## src/rtl/line_track_pkg.sv

```systemverilog
// Shared types for the line-tracking datapath (tracker bench and steering
// controller).
//   ctrl_state_t : steering controller mode, encoded as on the ctrl_state port
//   frame_smp_t  : one frame result as seen on the tracker interface
package line_track_pkg;

  localparam int STEER_W = 18;  // signed steering offset, servo clocks
  localparam int ERR_W   = 12;  // signed centre error / filter state
  localparam int CX_W    = 11;  // centroid column

  typedef enum logic [1:0] {
    IDLE   = 2'd0,
    TRACK  = 2'd1,
    HOLD   = 2'd2,
    SEARCH = 2'd3
  } ctrl_state_t;

  typedef struct packed {
    logic [CX_W-1:0] cx;
    logic            lost;
  } frame_smp_t;

endpackage

```

## src/rtl/servo_pwm_gen.sv

```systemverilog
// Hobby-servo pulse generator.
//   clk, rst  : clock, synchronous active-high reset
//   offset    : signed deviation from the neutral pulse, in clocks
//   servo_pwm : registered pulse train, one pulse per PWM_PERIOD
// The pulse width is captured only at the start of each period, so a change
// of offset mid-period never produces a truncated or stretched pulse.
module servo_pwm_gen
  import line_track_pkg::*;
#(
  parameter int PWM_PERIOD   = 1_000_000,
  parameter int PULSE_CENTER = 75_000
) (
  input  logic                      clk,
  input  logic                      rst,
  input  logic signed [STEER_W-1:0] offset,
  output logic                      servo_pwm
);
  localparam int CNT_W = $clog2(PWM_PERIOD);
  // One bit wider than either operand so centre+offset never wraps.
  localparam int LAT_W = ((CNT_W > STEER_W) ? CNT_W : STEER_W) + 1;
  localparam logic [CNT_W-1:0] CNT_LAST = CNT_W'(PWM_PERIOD - 1);
  localparam logic [LAT_W-1:0] LAT_RST  = LAT_W'(PULSE_CENTER);

  logic [CNT_W-1:0] pwm_cnt_q, pwm_cnt_d;
  logic [LAT_W-1:0] pulse_lat_q, pulse_lat_d;
  logic             servo_q, servo_d;

  always_comb begin
    pwm_cnt_d   = (pwm_cnt_q == CNT_LAST) ? '0 : pwm_cnt_q + CNT_W'(1);
    pulse_lat_d = pulse_lat_q;
    if (pwm_cnt_q == '0)
      pulse_lat_d = LAT_RST + {{(LAT_W-STEER_W){offset[STEER_W-1]}}, offset};
    // At count 0 the old width is compared; any legal width is > 0, so the
    // first high cycle is the same either way.
    servo_d = (LAT_W'(pwm_cnt_q) < pulse_lat_q);
  end

  always_ff @(posedge clk) begin
    if (rst) begin
      pwm_cnt_q   <= '0;
      pulse_lat_q <= LAT_RST;
      servo_q     <= 1'b0;
    end else begin
      pwm_cnt_q   <= pwm_cnt_d;
      pulse_lat_q <= pulse_lat_d;
      servo_q     <= servo_d;
    end
  end

  assign servo_pwm = servo_q;

endmodule

```

## src/rtl/line_steer_ctrl.sv

```systemverilog
// Steering controller fed by the ROI centroid tracker.
//   clk, rst    : clock, synchronous active-high reset
//   centroid_x  : frame centroid column
//   line_valid  : frame strobe (level; rising edge = one frame event)
//   line_lost   : no line found in this frame
//   steer_cmd   : clamped signed steering offset in servo clocks
//   cmd_valid   : one-cycle pulse per frame event, aligned with steer_cmd
//   servo_pwm   : servo pulse train
//   motor_en    : drive enable, high in TRACK and HOLD
//   ctrl_state  : IDLE/TRACK/HOLD/SEARCH
// Pipeline: input regs -> event/sample -> filter+FSM -> command/outputs.
module line_steer_ctrl
  import line_track_pkg::*;
#(
  parameter int IMG_W            = 640,
  parameter int PWM_PERIOD       = 1_000_000,
  parameter int PULSE_CENTER     = 75_000,
  parameter int PULSE_SPAN       = 25_000,
  parameter int ALPHA_SHIFT      = 2,
  parameter int KP_NUM           = 80,
  parameter int KP_SHIFT         = 2,
  parameter int LOST_HOLD_FRAMES = 4,
  parameter int WDOG_CYCLES      = 5_000_000
) (
  input  logic                      clk,
  input  logic                      rst,
  input  logic [CX_W-1:0]           centroid_x,
  input  logic                      line_valid,
  input  logic                      line_lost,
  output logic signed [STEER_W-1:0] steer_cmd,
  output logic                      cmd_valid,
  output logic                      servo_pwm,
  output logic                      motor_en,
  output logic [1:0]                ctrl_state
);
  localparam int LC_W = $clog2(LOST_HOLD_FRAMES + 1);
  localparam int WD_W = $clog2(WDOG_CYCLES + 1);
  localparam logic signed [ERR_W-1:0]   CENTRE   = ERR_W'(IMG_W / 2);
  localparam logic [LC_W-1:0]           LOST_LIM = LC_W'(LOST_HOLD_FRAMES);
  localparam logic [WD_W-1:0]           WD_LAST  = WD_W'(WDOG_CYCLES - 1);
  localparam logic signed [STEER_W-1:0] SPAN_P   = STEER_W'(PULSE_SPAN);
  localparam logic signed [STEER_W-1:0] SPAN_N   = -SPAN_P;

  // input / event stage
  logic       lv_q, lv_d, lv_prev_q, lv_prev_d;
  frame_smp_t in_q, in_d, smp_q, smp_d;
  logic       evt;
  // [1] event seen by FSM, [2] FSM result, [3] cmd_valid
  logic [3:1] vld_pipe_q, vld_pipe_d;

  // filter / FSM stage
  ctrl_state_t              state_q, state_d;
  logic signed [ERR_W-1:0]  filt_q, filt_d, err, filt_upd;
  logic signed [ERR_W:0]    err_ext, filt_ext, diff, step;
  logic [LC_W-1:0]          lost_cnt_q, lost_cnt_d, lost_inc;
  logic [WD_W-1:0]          wdog_q, wdog_d;

  // command stage
  logic signed [31:0]         prod;
  logic signed [STEER_W-1:0]  prod_sat, steer_q, steer_d;
  logic                       motor_q, motor_d;

  always_comb begin
    lv_d       = line_valid;
    lv_prev_d  = lv_q;
    in_d       = '{cx: centroid_x, lost: line_lost};
    evt        = lv_q & ~lv_prev_q;
    smp_d      = evt ? in_q : smp_q;
    vld_pipe_d = {vld_pipe_q[2:1], evt};

    err      = $signed({1'b0, smp_q.cx}) - CENTRE;
    err_ext  = (ERR_W+1)'(err);
    filt_ext = (ERR_W+1)'(filt_q);
    diff     = err_ext - filt_ext;
    step     = diff >>> ALPHA_SHIFT;
    filt_upd = ERR_W'(filt_ext + step);
    lost_inc = lost_cnt_q + LC_W'(1);

    state_d    = state_q;
    filt_d     = filt_q;
    lost_cnt_d = lost_cnt_q;
    wdog_d     = wdog_q + WD_W'(1);

    // A frame event always beats a coincident watchdog expiry.
    if (vld_pipe_q[1]) begin
      wdog_d = '0;
      case (state_q)
        IDLE, SEARCH: begin
          if (!smp_q.lost) begin
            state_d = TRACK;
            filt_d  = err;  // seed: no history worth smoothing against
          end
        end
        TRACK: begin
          if (smp_q.lost) begin
            state_d    = HOLD;
            lost_cnt_d = LC_W'(1);
          end else begin
            filt_d = filt_upd;
          end
        end
        HOLD: begin
          if (!smp_q.lost) begin
            state_d    = TRACK;
            filt_d     = filt_upd;
            lost_cnt_d = '0;
          end else begin
            lost_cnt_d = lost_inc;
            if (lost_inc == LOST_LIM) state_d = SEARCH;
          end
        end
      endcase
    end else if (wdog_q == WD_LAST) begin
      state_d    = IDLE;
      filt_d     = '0;
      lost_cnt_d = '0;
      wdog_d     = '0;
    end
  end

  always_comb begin
    prod = (32'(filt_q) * KP_NUM) >>> KP_SHIFT;
    if (prod > PULSE_SPAN)       prod_sat = SPAN_P;
    else if (prod < -PULSE_SPAN) prod_sat = SPAN_N;
    else                         prod_sat = prod[STEER_W-1:0];

    steer_d = steer_q;
    case (state_q)
      IDLE:   steer_d = '0;
      TRACK:  steer_d = prod_sat;
      HOLD:   steer_d = steer_q;  // frozen at the last tracked value
      SEARCH: steer_d = filt_q[ERR_W-1] ? SPAN_N : SPAN_P;
    endcase
    motor_d = (state_q == TRACK) || (state_q == HOLD);
  end

  always_ff @(posedge clk) begin
    if (rst) begin
      lv_q       <= 1'b0;
      lv_prev_q  <= 1'b0;
      in_q       <= '0;
      smp_q      <= '0;
      vld_pipe_q <= '0;
      state_q    <= IDLE;
      filt_q     <= '0;
      lost_cnt_q <= '0;
      wdog_q     <= '0;
      steer_q    <= '0;
      motor_q    <= 1'b0;
    end else begin
      lv_q       <= lv_d;
      lv_prev_q  <= lv_prev_d;
      in_q       <= in_d;
      smp_q      <= smp_d;
      vld_pipe_q <= vld_pipe_d;
      state_q    <= state_d;
      filt_q     <= filt_d;
      lost_cnt_q <= lost_cnt_d;
      wdog_q     <= wdog_d;
      steer_q    <= steer_d;
      motor_q    <= motor_d;
    end
  end

  servo_pwm_gen #(
    .PWM_PERIOD  (PWM_PERIOD),
    .PULSE_CENTER(PULSE_CENTER)
  ) u_pwm (
    .clk      (clk),
    .rst      (rst),
    .offset   (steer_q),
    .servo_pwm(servo_pwm)
  );

  assign steer_cmd  = steer_q;
  assign cmd_valid  = vld_pipe_q[3];
  assign motor_en   = motor_q;
  assign ctrl_state = state_q;

endmodule

```

## config.mk

```make
export PLATFORM = sky130hd
export DESIGN_NAME = line_steer_ctrl
export DESIGN_NICKNAME = d
export VERILOG_FILES = /design/src/rtl/line_track_pkg.sv /design/src/rtl/servo_pwm_gen.sv /design/src/rtl/line_steer_ctrl.sv
export SDC_FILE = /design/constraint.sdc
export NUM_CORES = 1
export LEC_CHECK = 0
export BUFFER_PORTS_ARGS = -buffer_cell sky130_fd_sc_hd__buf_2
export CAP_MARGIN = 20
export CORE_ASPECT_RATIO = 0.9
export CORE_MARGIN = 1.5
export CORE_UTILIZATION = 40
export CTS_CLUSTER_DIAMETER = 150
export DETAILED_ROUTE_END_ITERATION = 16
export SETUP_SLACK_MARGIN = 0.15
export SYNTH_ARGS = -nofsm -noshare
export SYNTH_HDL_FRONTEND = slang
export SYNTH_HIERARCHICAL = 1
export SYNTH_SLANG_ARGS = --single-unit
export TNS_END_PERCENT = 20
```

## constraint.sdc

```tcl
create_clock -name clk -period 4.8 [get_ports clk]
set_input_delay 0.24 -clock clk [delete_from_list [all_inputs] [get_ports clk]]
set_output_delay 0.24 -clock clk [all_outputs]
set_load 0.01 [all_outputs]
```

# Word level (Yosys, flattened, before mapping)
# Cells that the tools add are included.
[totals] ff_bits=130 inputBits=15 out_inout_bits=23 elab_cells=72
[op_classes] addsub=7 multipliers=1 n_lt_le_gt_ge=3 n_eq_ne=11 muxes=21 bitwise=2 reduce_logical=11
[ops] operator="18-bit 2-to-1 mux" count=3
[ops] operator="18-bit case mux with 3 select lines" count=1
[ops] operator="12-bit 2-to-1 mux" count=4
[ops] operator="12-bit case mux with 2 select lines" count=1
[ops] operator="23-bit by 1-bit adder with 23-bit output (second input constant)" count=1
[ops] operator="23-bit == test (second input constant)" count=1
[ops] operator="20-bit by 21-bit less-than comparator with 1-bit output" count=1
[ops] operator="20-bit by 1-bit adder with 20-bit output (second input constant)" count=1
[ops] operator="20-bit == test (second input constant)" count=1
[ops] operator="20-bit logical NOT" count=1
[ops] operator="18-bit by 18-bit adder with 19-bit output (first input constant)" count=1
[ops] operator="18-bit by 16-bit greater-than comparator with 1-bit output (second input constant)" count=1
[ops] operator="18-bit by 16-bit less-than comparator with 1-bit output (second input constant)" count=1
[ops] operator="12-bit by 4-bit multiplier with 16-bit output (second input constant)" count=1
[ops] operator="12-bit by 12-bit subtractor with 13-bit output" count=1
[ops] operator="12-bit by 11-bit adder with 12-bit output" count=1
[ops] operator="2-bit 2-to-1 mux" count=6
[ops] operator="3-bit 2-to-1 mux" count=4
[ops] operator="11-bit by 9-bit subtractor with 12-bit output (second input constant)" count=1
[ops] operator="3-bit != test (second input constant)" count=3
[ops] operator="2-bit case mux with 3 select lines" count=1
[ops] operator="3-bit case mux with 2 select lines" count=1
[ops] operator="3-bit AND reduction" count=2
[ops] operator="2-bit OR reduction" count=3
[ops] operator="13 further kinds" count=14

# Longest topological paths before layout
# Gate-level depths: netlist of the first run.
[logic_depth] depth_word=6 depth_mapped=19 mapped_depth_nobuf=19

# Modules after synthesis
# The synthesis of the first run kept the hierarchy.
[modules_own_cells] module="line_steer_ctrl" instances=1 cells_per_inst=616 area_each_um2=5250.0 seq_area_each_um2=1721.7
[modules_own_cells] module="servo_pwm_gen" instances=1 cells_per_inst=279 area_each_um2=2319.7 seq_area_each_um2=800.8

# Worst setup path before layout of the first run
# OpenSTA, ideal clock, no wires.
[synth_timing] kind="flip-flop to flip-flop" from="register filt_q[2]" to="register filt_q[11]" setup_time_ps=130 t_arrival_ps=3501 required_ps=4670 path_slack_ps=1168 path_stages_with_launch=19 n_path_buf=0 period_less_slack_ps=3632 path_cell_list="dfxtp_1 > inv_1 > ha_1 > a21o_1 > a31o_2 > and2_1 > o21a_1 > nor2_1 > xnor2_1 > ha_1 > o21a_1 > a2111oi_0 > o31ai_1 > o21ai_0 > nand2b_1 > a21oi_1 > xnor2_1 > xnor2_1 > o22ai_1"
[synth_between] elab_chain_len=5
[synth_rtl] element="start: declaration" line="line_steer_ctrl.sv:53" rtl="logic signed [ERR_W-1:0] filt_q, filt_d, err, filt_upd;"
[synth_rtl] element="start signal: assignment" line="line_steer_ctrl.sv:157" rtl="filt_q <= filt_d;"
[synth_rtl] element="12-bit by 12-bit subtractor with 13-bit output" line="line_steer_ctrl.sv:74" rtl="diff = err_ext - filt_ext;"
[synth_rtl] element="12-bit by 11-bit adder with 12-bit output (*)" line="line_steer_ctrl.sv:76" rtl="filt_upd = ERR_W'(filt_ext + step);"
[synth_rtl] element="12-bit 2-to-1 mux (*)" line="line_steer_ctrl.sv:95, line_steer_ctrl.sv:103"
[synth_rtl] element="12-bit case mux with 2 select lines (*)" line="line_steer_ctrl.sv:87" rtl="case (state_q)"
[synth_rtl] element="12-bit 2-to-1 mux (*)" line="line_steer_ctrl.sv:85" rtl="if (vld_pipe_q[1]) begin"
# Mark *: on every way between the ends. The rest lies on a longest branch, timed or not. The select of a mux whose other input is x is not followed.
# A chain may end at the register's enable or synchronous reset.

# Final worst setup path of the first run
# Same ends and word-level chain as after synthesis.

==> results.toml, run 1 <==
[synth]
synth_seq_cells = 126
synth_area_leader_cell = "dfxtp_1"
synth_top_family_by_area = "simple AND/OR/NAND/NOR gates"
yosysSeqAreaShare_pct = 33.3
ys_async_sr_fraction_pct = 0
synth_top_cell_area_share_pct = 33.3
yosysWarnings = 6
ys_types = 81
avgSynthCellArea_um2 = 8.46
syn-cell-area_mm2 = 0.00757
synth_compound_area_share_pct = 18.0
synth_adder_area_share_pct = 12.3
yosys.area_share.simple_pct = 20.8
synthMuxAreaShare_pct = 0.793
synth_ff_type = "dfxtp_1"
synth_edf_count = 0
yosys-top-cells-area = "dfxtp_1, ha_1, xnor2_1, nor2_1, nand2_1"
postSynthCellCount = 895
yosys.area_share.xor_xnor_pct = 9.47

[clock_tree]
ctsResizeCount = 0
cts_buffers = 17
cts-root-buf = "clkbuf_16"
htreeDepth = 4
hold_buffers = 0
clock_latency_ps = 420
clock_sinks = 126
cts_buffer_depth = 2
cts_tree = "yes"
post_cts_buffers = 0
path_clk_slew_ps = 60

[die]
die_area_mm2 = 0.0198
pin_count = 38
die_y_um = 134
core-area_mm2 = 0.0185
initial_core_util_pct = 41.0
die_w_um = 148
rows = 47

[layout]
nNetsFinal = 1014
drive_gt1_share_pct = 10.9
syn2layout_area_growth_pct = 13.5
fill_cells = 1851
design_area_mm2 = 0.00859
n_antenna_cell = 0

[setup_path]
r2r_start = "filt_q[2]"
path_max_fanout = 5
reg2reg_slack_ps = 840
worst_path_largest_cell_delay_ps = 520
cp_data_required_time_ps = 5070
startpoint = "filt_q[2]"
slowest_stage = "a2111oi_0"
setup.worst_path.class = "register to register"
cp_cell_sequence = "inv_1 > ha_1 > a21o_1 > a31o_2 > and2_1 > o21a_1 > nor2_1 > xnor2_1 > ha_1 > o21a_1 > a2111oi_0 > o31ai_1 > o21ai_0 > nand2b_1 > a21oi_1 > xnor2_1 > xnor2_1 > o22ai_1"
crit_family = "compound AO/OA/AOI/OAI gates"
startpoint_type = "register"
cp.arrival_ps = 4230
cp-end-kind = "register"
crit_top_cell = "xnor2_1"
crit_buf_inv = 1

[power_and_ir_drop]
powerDensity_mw_per_mm2 = 325
switching_power_mw = 0.676
clkPwrFrac_pct = 49.1
p_int_mw = 2.12
seq_power_share_pct = 39.6
swShare_pct = 24.2
ir_drop_v = 0.000277
pwr-share-comb_pct = 11.3
leakage_nw = 3.49

[sta]
maxSlewViolCount = 0
setup_viol = 0
max_freq_mhz = 252
setup_tns_ps = 0
final.setup_skew_ps = 9.22
rsz0062_at_grt = "false"
relSlewSlack_pct = 41.4
setup_slack_ps = 835
period_needed_ps = 3960
finalCritPeriodShare_pct = 82.6
hold_violations = 0
worstMarginPinSlew_ps = 875
hold_slack_ps = 31.7

[detailed_routing]
vias_per_cell = 5.13
drt-met1-wl_um = 8300
num_vias = 6066
wl_per_cell_um = 13.6
first_pass_iters = 7
highest-signal-layer = "met4"
drt_iter0_drc = 332
route.detailed.drc = 0
ant_nets = 0
wl_met2_um = 6930
drt_wl_total_um = 16100
dr_wl_met3_um = 695

[placement]
dpl.hpwl_um = 12000
gp_congestion = 0.788
portBuffers = 35
postPlaceCellArea_mm2 = 0.00796
pre_cts_ws_ps = 827

[status]
status = "complete, no violations"

[run]
maxCapViolCount = 0

[global_route]
grt_pass1_vias = 5701
track_usage_pct = 17.4
antenna_found_initial = 0
gr-total-overflow = 0
grt_max_degree = 72
grt_pass1_wl_um = 27900

[hold_path]
hold_start = "centroid_x[0]"
hold_path.class = "input port to register"
placed cells by master (no fill, tap or decap), drive strengths merged, types with 12 or more instances in the layout:
cell type,n
buf,38
xnor2,45
inv,74
clkbuf,21
a21oi,58
nor3,12
ha,71
nor2b,25
a21o,12
dfxtp,126
o21ai,32
xor2,36
nor2,101
a221oi,12
nand2,90
nand3,23
flip-flops by register name, indices dropped and copies added, names as in the netlist:
name	flops
in_q	12
smp_q	12
u_pwm/pulse_lat_q	19
u_pwm/servo_pwm	1
vld_pipe_q	3
u_pwm/pwm_cnt_q	20
ctrl_state	2
motor_en	1
lv_prev_d	1
wdog_q	23
filt_q	12
lost_cnt_q	3
lv_prev_q	1
steer_cmd	16
final timing paths:
| path | cells past startpoint | to |
|---|---|---|
| hold reg to reg | 2 | smp_q[5] |
| setup reg to reg | 18 | filt_q[11] |
| hold / removal | 2 | in_q[1] |
| setup / recovery | 18 | filt_q[11] |
power by group through the flow:
stage               registers [mW]  clock network [mW]  logic [mW]
finish                        1.11                1.37       0.316
global route                  1.11                1.45       0.363
CTS                           1.11                1.40       0.317
detailed placement            1.13                   0       0.315
global placement              1.13                   0       0.314
floorplan                     1.12                   0       0.261
routing by layer:
metal	track usage, %	vias up
li1	-	3161
met3	4.25	10
met4	4.95	0
met2	26.5	92
met1	24.4	2803
met5	0	-
stage by stage:
step	util, %	cells	total power [mW]
global placement	43.1	1152	1.44
global route	46.5	1183	2.92
finish	46.5	1183	2.79
floorplan	-	898	1.38
detailed placement	43.1	1152	1.44
CTS	46.5	1183	2.82
kinds of logic (layout without fill, tap and decap cells):
kind of cell    Yosys count  in the layout
compound gates          188            188
fa+ha+maj                73             73
flops                   126            126
other cells               1              4
mux                       6              6
buf+inv                 103            143
simple gates            317            317
xor+xnor                 81             81
worst reg2reg max path: cells and delay by family (launching register included):
kind | cells | cell delay [ps]
adder cells (fa/ha/maj) | 2 | 620
XOR/XNOR | 3 | 410
AND/OR/NAND/NOR | 3 | 370
AO/OA/AOI/OAI | 9 | 1920
buffers and inverters | 1 | 80
flip-flops | 1 | 430
cell usage after synthesis (3+ instances only):
master and instances:
nand2_1 90, a21boi_0 3, xnor2_1 44, o31ai_2 3, nor4b_1 4, dfxtp_1 126
a221oi_1 6, a31oi_1 6, nand3_1 23, o21ai_0 26, nor2b_1 24, nand2b_1 10
buf_1 4, o211ai_1 8, and2_1 5, o21ai_1 6, a211oi_1 6, o31ai_1 3
o21a_1 6, a21o_1 12, nor4_2 3, a22oi_1 9, a221oi_2 6, clkbuf_1 21
xor2_1 36, or3_1 4, inv_1 74, nor3_1 11, and4_1 5, nand4_1 7
a21oi_1 56, ha_1 71, o21bai_1 3, nor2_1 101, mux2i_1 6, and3_1 10
area by class of cell:
class	count	area [um2]	share of cell area (%)
clock buffer	21	470	5.48
clock inverter	10	161	1.88
inverter	74	278	3.23
multi-input combinational	669	4660	54.2
sequential	126	2520	29.4
tap	245	307	3.57
timing repair buffer	38	198	2.30
Note: power is estimated with default switching activity, not from simulation.
==> run 2, diff against run 1 <==
Clock period 4.8 ns to 4.08 ns, I/O delays scaled along.
==> results.toml, run 2 (synthesis gave the netlist of run 1 again) <==
[layout]
syn2layout_area_growth_pct = 14.8
fill_cells = 1812
final_util_pct = 47.1
final_cell_mix = "dfxtp_1, nor2_1, nand2_1"
layoutNonFillerInstCount = 1200
top_regs = "wdog_q (23), u_pwm/pwm_cnt_q (20), u_pwm/pulse_lat_q (19)"
nNetsFinal = 1030
drive_gt1_share_pct = 11.8
n_antenna_cell = 0
final_common_cell = "dfxtp_1"
largest_reg_flops = 23
top_register = "wdog_q"

[sta]
maxSlewViolCount = 0
rsz0062_at_grt = "false"
finalCritPeriodShare_pct = 90.0
setup_viol = 0
period_needed_ps = 3670
setup_tns_ps = 0
max_freq_mhz = 272
worstMarginPinSlew_ps = 952
hold_violations = 0
final.setup_skew_ps = 11.0
relSlewSlack_pct = 36.3

[setup_path]
cp.arrival_ps = 3950
r2r_end = "filt_q[11]"
crit_family = "compound AO/OA/AOI/OAI gates"
endpoint = "filt_q[11]"
worst_path_largest_cell_delay_ps = 390
cp-end-kind = "register"
cp_cell_sequence = "inv_1 > ha_1 > a21o_1 > a31o_2 > a221o_1 > a31oi_4 > nor2b_1 > o21ai_0 > nand2b_1 > xor2_1 > ha_1 > nand3_1 > o31ai_2 > o21ai_1 > nand2b_1 > a21oi_2 > xnor2_1 > xnor2_1 > o22ai_1"
setup.worst_path.class = "register to register"
cp_num_cells = 19
cp_data_required_time_ps = 4350
r2r_cells = 19
crit_buf_inv = 1
slowest_stage = "a221o_1"
startpoint = "filt_q[2]"
reg2reg_slack_ps = 410
r2r_start = "filt_q[2]"
startpoint_type = "register"
path_max_fanout = 4

[power_and_ir_drop]
power_mw = 3.09
ir_drop_v = 0.000236
powerDensity_mw_per_mm2 = 356
leakage_nw = 3.54

[global_route]
grt_max_degree = 39
antenna_found_initial = 0
grt_pass1_vias = 5762
gr-total-overflow = 0
grt_pass1_wl_um = 28000
track_usage_pct = 17.5

[placement]
gp_congestion = 0.807
dp.cells = 1156
portBuffers = 35
dpl.hpwl_um = 12200

[die]
initial_core_util_pct = 41.0
pin_count = 38
die_w_um = 148
rows = 47
die_area_mm2 = 0.0198
die_y_um = 134
core-area_mm2 = 0.0185

[clock_tree]
clock_sinks = 126
cts_buffer_depth = 2
htreeDepth = 4
path_clk_slew_ps = 60
clock_latency_ps = 420
cts_tree = "yes"
cts-root-buf = "clkbuf_16"
cts_buffers = 17

[detailed_routing]
wl_per_cell_um = 13.7
route.detailed.drc = 0
drt_wl_total_um = 16400
first_pass_iters = 5
vias_per_cell = 5.07
drt_iter0_drc = 377
num_vias = 6085
ant_nets = 0

[status]
status = "complete, no violations"

[hold_path]
hold_path.class = "input port to register"
holdPathStages = 2

[run]
maxCapViolCount = 0
==> run 2: cell count changes in the layout (fill, tap and decap cells not counted), moves of 2 or more <==
cell           change
buf_4              +6
bufinv_16          -4
clkbuf_8           -2
clkinv_4           +2
dlygate4sd3_1     +10
inv_6              +6
o21ai_0            -2
o21ai_1            +2
==> run 2: final cells by class <==
cell class	count	area, um2	area share (%)
Sequential cell	126	2520	29.0
Clock inverter	13	104	1.19
Timing Repair Buffer	54	343	3.94
Clock buffer	19	443	5.10
Multi-Input combinational cell	669	4690	54.0
Tap cell	245	307	3.53
Inverter	74	278	3.20
==> run 2: how the worst min path moves through the flow <==
stage | from | end | slack, ps
2_1_floorplan | rst | u_pwm/pulse_lat_q[7] | 300
3_3_place_gp | centroid_x[10] | in_q[11] | 420
3_5_place_dp | centroid_x[6] | in_q[7] | 420
4_1_cts | centroid_x[2] | in_q[3] | 2
5_1_grt | line_lost | in_q[0] | 20
6_report | centroid_x[2] | in_q[3] | 10
==> run 2: per-stage QoR <==
| step | hold slack (ps) | worst slack (ps) | instance area [um2] |
|---|---|---|---|
| floorplan | 298 | 448 | 7580 |
| global placement | 417 | 310 | 7990 |
| detailed placement | 417 | 245 | 7990 |
| CTS | 1.65 | 222 | 8640 |
| global route | 21.8 | 138 | 8690 |
| finish | 12.2 | 407 | 8690 |
==> run 2: per-layer routing <==
metal,vias up,wire length [um],track usage [%]
met1,2769,8520,24.4
met3,20,645,4.14
li1,3194,-,-
met2,102,6990,26.6
met4,0,281,5.61
met5,-,0,0
==> run 2: report_power, final <==
group	switching, mW	internal [mW]
registers	0.0315	1.27
logic	0.226	0.169
clock network	0.594	0.803
==> run 2: what timing repair did <==
item                                   4_1_cts  5_1_grt
gates resized for setup                      0        9
buffers inserted                             0        2
setup endpoints to repair                    0        3
hold buffers                                10        0
endpoints found under the hold margin       10        0
==> run 3, diff against run 2 <==
Settings changed: CELL_PAD_IN_SITES_DETAIL_PLACEMENT set to 1, CELL_PAD_IN_SITES_GLOBAL_PLACEMENT set to 2, CORE_UTILIZATION 40 to 38, PLACE_DENSITY_LB_ADDON set to 0.1, RECOVER_POWER set to 100.
==> results.toml, run 3 (synthesis gave the netlist of run 1 again) <==
[detailed_routing]
route.detailed.drc = 0
drt_wl_total_um = 19700
wl_per_cell_um = 16.5
ant_nets = 0
vias_per_cell = 5.29
num_vias = 6342
drt_iter0_drc = 188
first_pass_iters = 4

[layout]
layoutNonFillerInstCount = 1198
design_area_mm2 = 0.00866
drive_gt1_share_pct = 9.70
top_regs = "wdog_q (23), u_pwm/pwm_cnt_q (20), u_pwm/pulse_lat_q (19)"
final_cell_mix = "dfxtp_1, nor2_1, nand2_1"
top_register = "wdog_q"
nNetsFinal = 1024
largest_reg_flops = 23
n_antenna_cell = 0
syn2layout_area_growth_pct = 14.4
final_util_pct = 44.8
final_common_cell = "dfxtp_1"

[setup_path]
cp_data_required_time_ps = 4390
cp-end-kind = "register"
path_max_fanout = 8
setup.worst_path.class = "register to register"
startpoint_type = "register"
cp.arrival_ps = 4110

[die]
die_y_um = 137
initial_core_util_pct = 39.1
pin_count = 38
die_area_mm2 = 0.0208
rows = 48
core-area_mm2 = 0.0193
die_w_um = 152

[sta]
hold_slack_ps = 16.7
setup_viol = 0
hold_violations = 0
worstMarginPinSlew_ps = 1030
setup_slack_ps = 286
max_freq_mhz = 264
finalCritPeriodShare_pct = 93.0
final.setup_skew_ps = 8.93
relSlewSlack_pct = 31.1
setup_tns_ps = 0
rsz0062_at_grt = "false"
maxSlewViolCount = 0
period_needed_ps = 3790

[global_route]
gr-total-overflow = 0
antenna_found_initial = 0
grt_pass1_wl_um = 33400
grt_max_degree = 72
grt_pass1_vias = 6791
globalRouteMet2Util_pct = 34.1
gr-usage-met1_pct = 26.5
grt_busiest_layer = "met2"
track_usage_pct = 20.2
use_met3_pct = 3.63

[clock_tree]
cts-root-buf = "clkbuf_16"
clock_sinks = 126
cts_tree = "yes"
clock_latency_ps = 410
htreeDepth = 4
cts_buffers = 17
cts_buffer_depth = 2
path_clk_slew_ps = 60

[placement]
dp.cells = 1162
pre_cts_ws_ps = 191
gp_congestion = 0.851
postPlaceCellArea_mm2 = 0.00800
portBuffers = 35
dpl.hpwl_um = 14600

[power_and_ir_drop]
ir_drop_v = 0.000218
power_mw = 3.35
leakage_nw = 3.43
powerDensity_mw_per_mm2 = 387

[hold_path]
hold_path.class = "input port to register"

[status]
status = "complete, no violations"

[run]
maxCapViolCount = 0
==> run 3: final timing paths <==
kind / depth (start not counted) / slack, ps / from / end
max: 14 / 290 / filt_q[1] / steer_cmd[12]
min: 2 / 20 / centroid_x[2] / in_q[3]
max reg2reg: 14 / 290 / filt_q[1] / steer_cmd[12]
min reg2reg: 2 / 430 / in_q[6] / smp_q[6]
==> run 3: where the power goes <==
part / internal, mW / leakage, nW / switching, mW / total, mW
clock: 1.06 / 0.302 / 0.576 / 1.63
sequential: 1.27 / 1.03 / 0.0328 / 1.30
combinational: 0.168 / 2.11 / 0.243 / 0.411
total: 2.49 / 3.43 / 0.852 / 3.35
==> run 3: worst max-delay path: stages, from the launching register on <==
cell,delay (ps)
dfxtp_1,310
buf_4,160
ha_1,280
ha_1,190
inv_1,70
fa_1,440
nor2b_4,140
o31a_2,180
o21bai_4,90
a21oi_1,170
a21oi_1,130
xnor2_1,620
and2b_1,260
a221o_2,430
a221oi_1,230
==> run 3: per-layer routing <==
| metal | up-vias | wire length [um] |
|---|---|---|
| met2 | 44 | 9340 |
| li1 | 3173 | - |
| met4 | 0 | 270 |
| met1 | 3106 | 9790 |
| met5 | - | 0 |
| met3 | 19 | 313 |
==> run 3: area by class of cell <==
type                            count  area [um2]
Clock buffer                       19         453
Clock inverter                     12         183
Fill cell                        2306       10700
Inverter                           74         278
Multi-Input combinational cell    669        4670
Sequential cell                   126        2520
Tap cell                          250         313
Timing Repair Buffer               48         236
==> run 3: repair_timing <==
item                       CTS  global route
setup endpoints to repair    0             2
hold endpoints to repair     1             0
resized for setup            0            18
hold buffers                 1             0
setup buffers                0             3
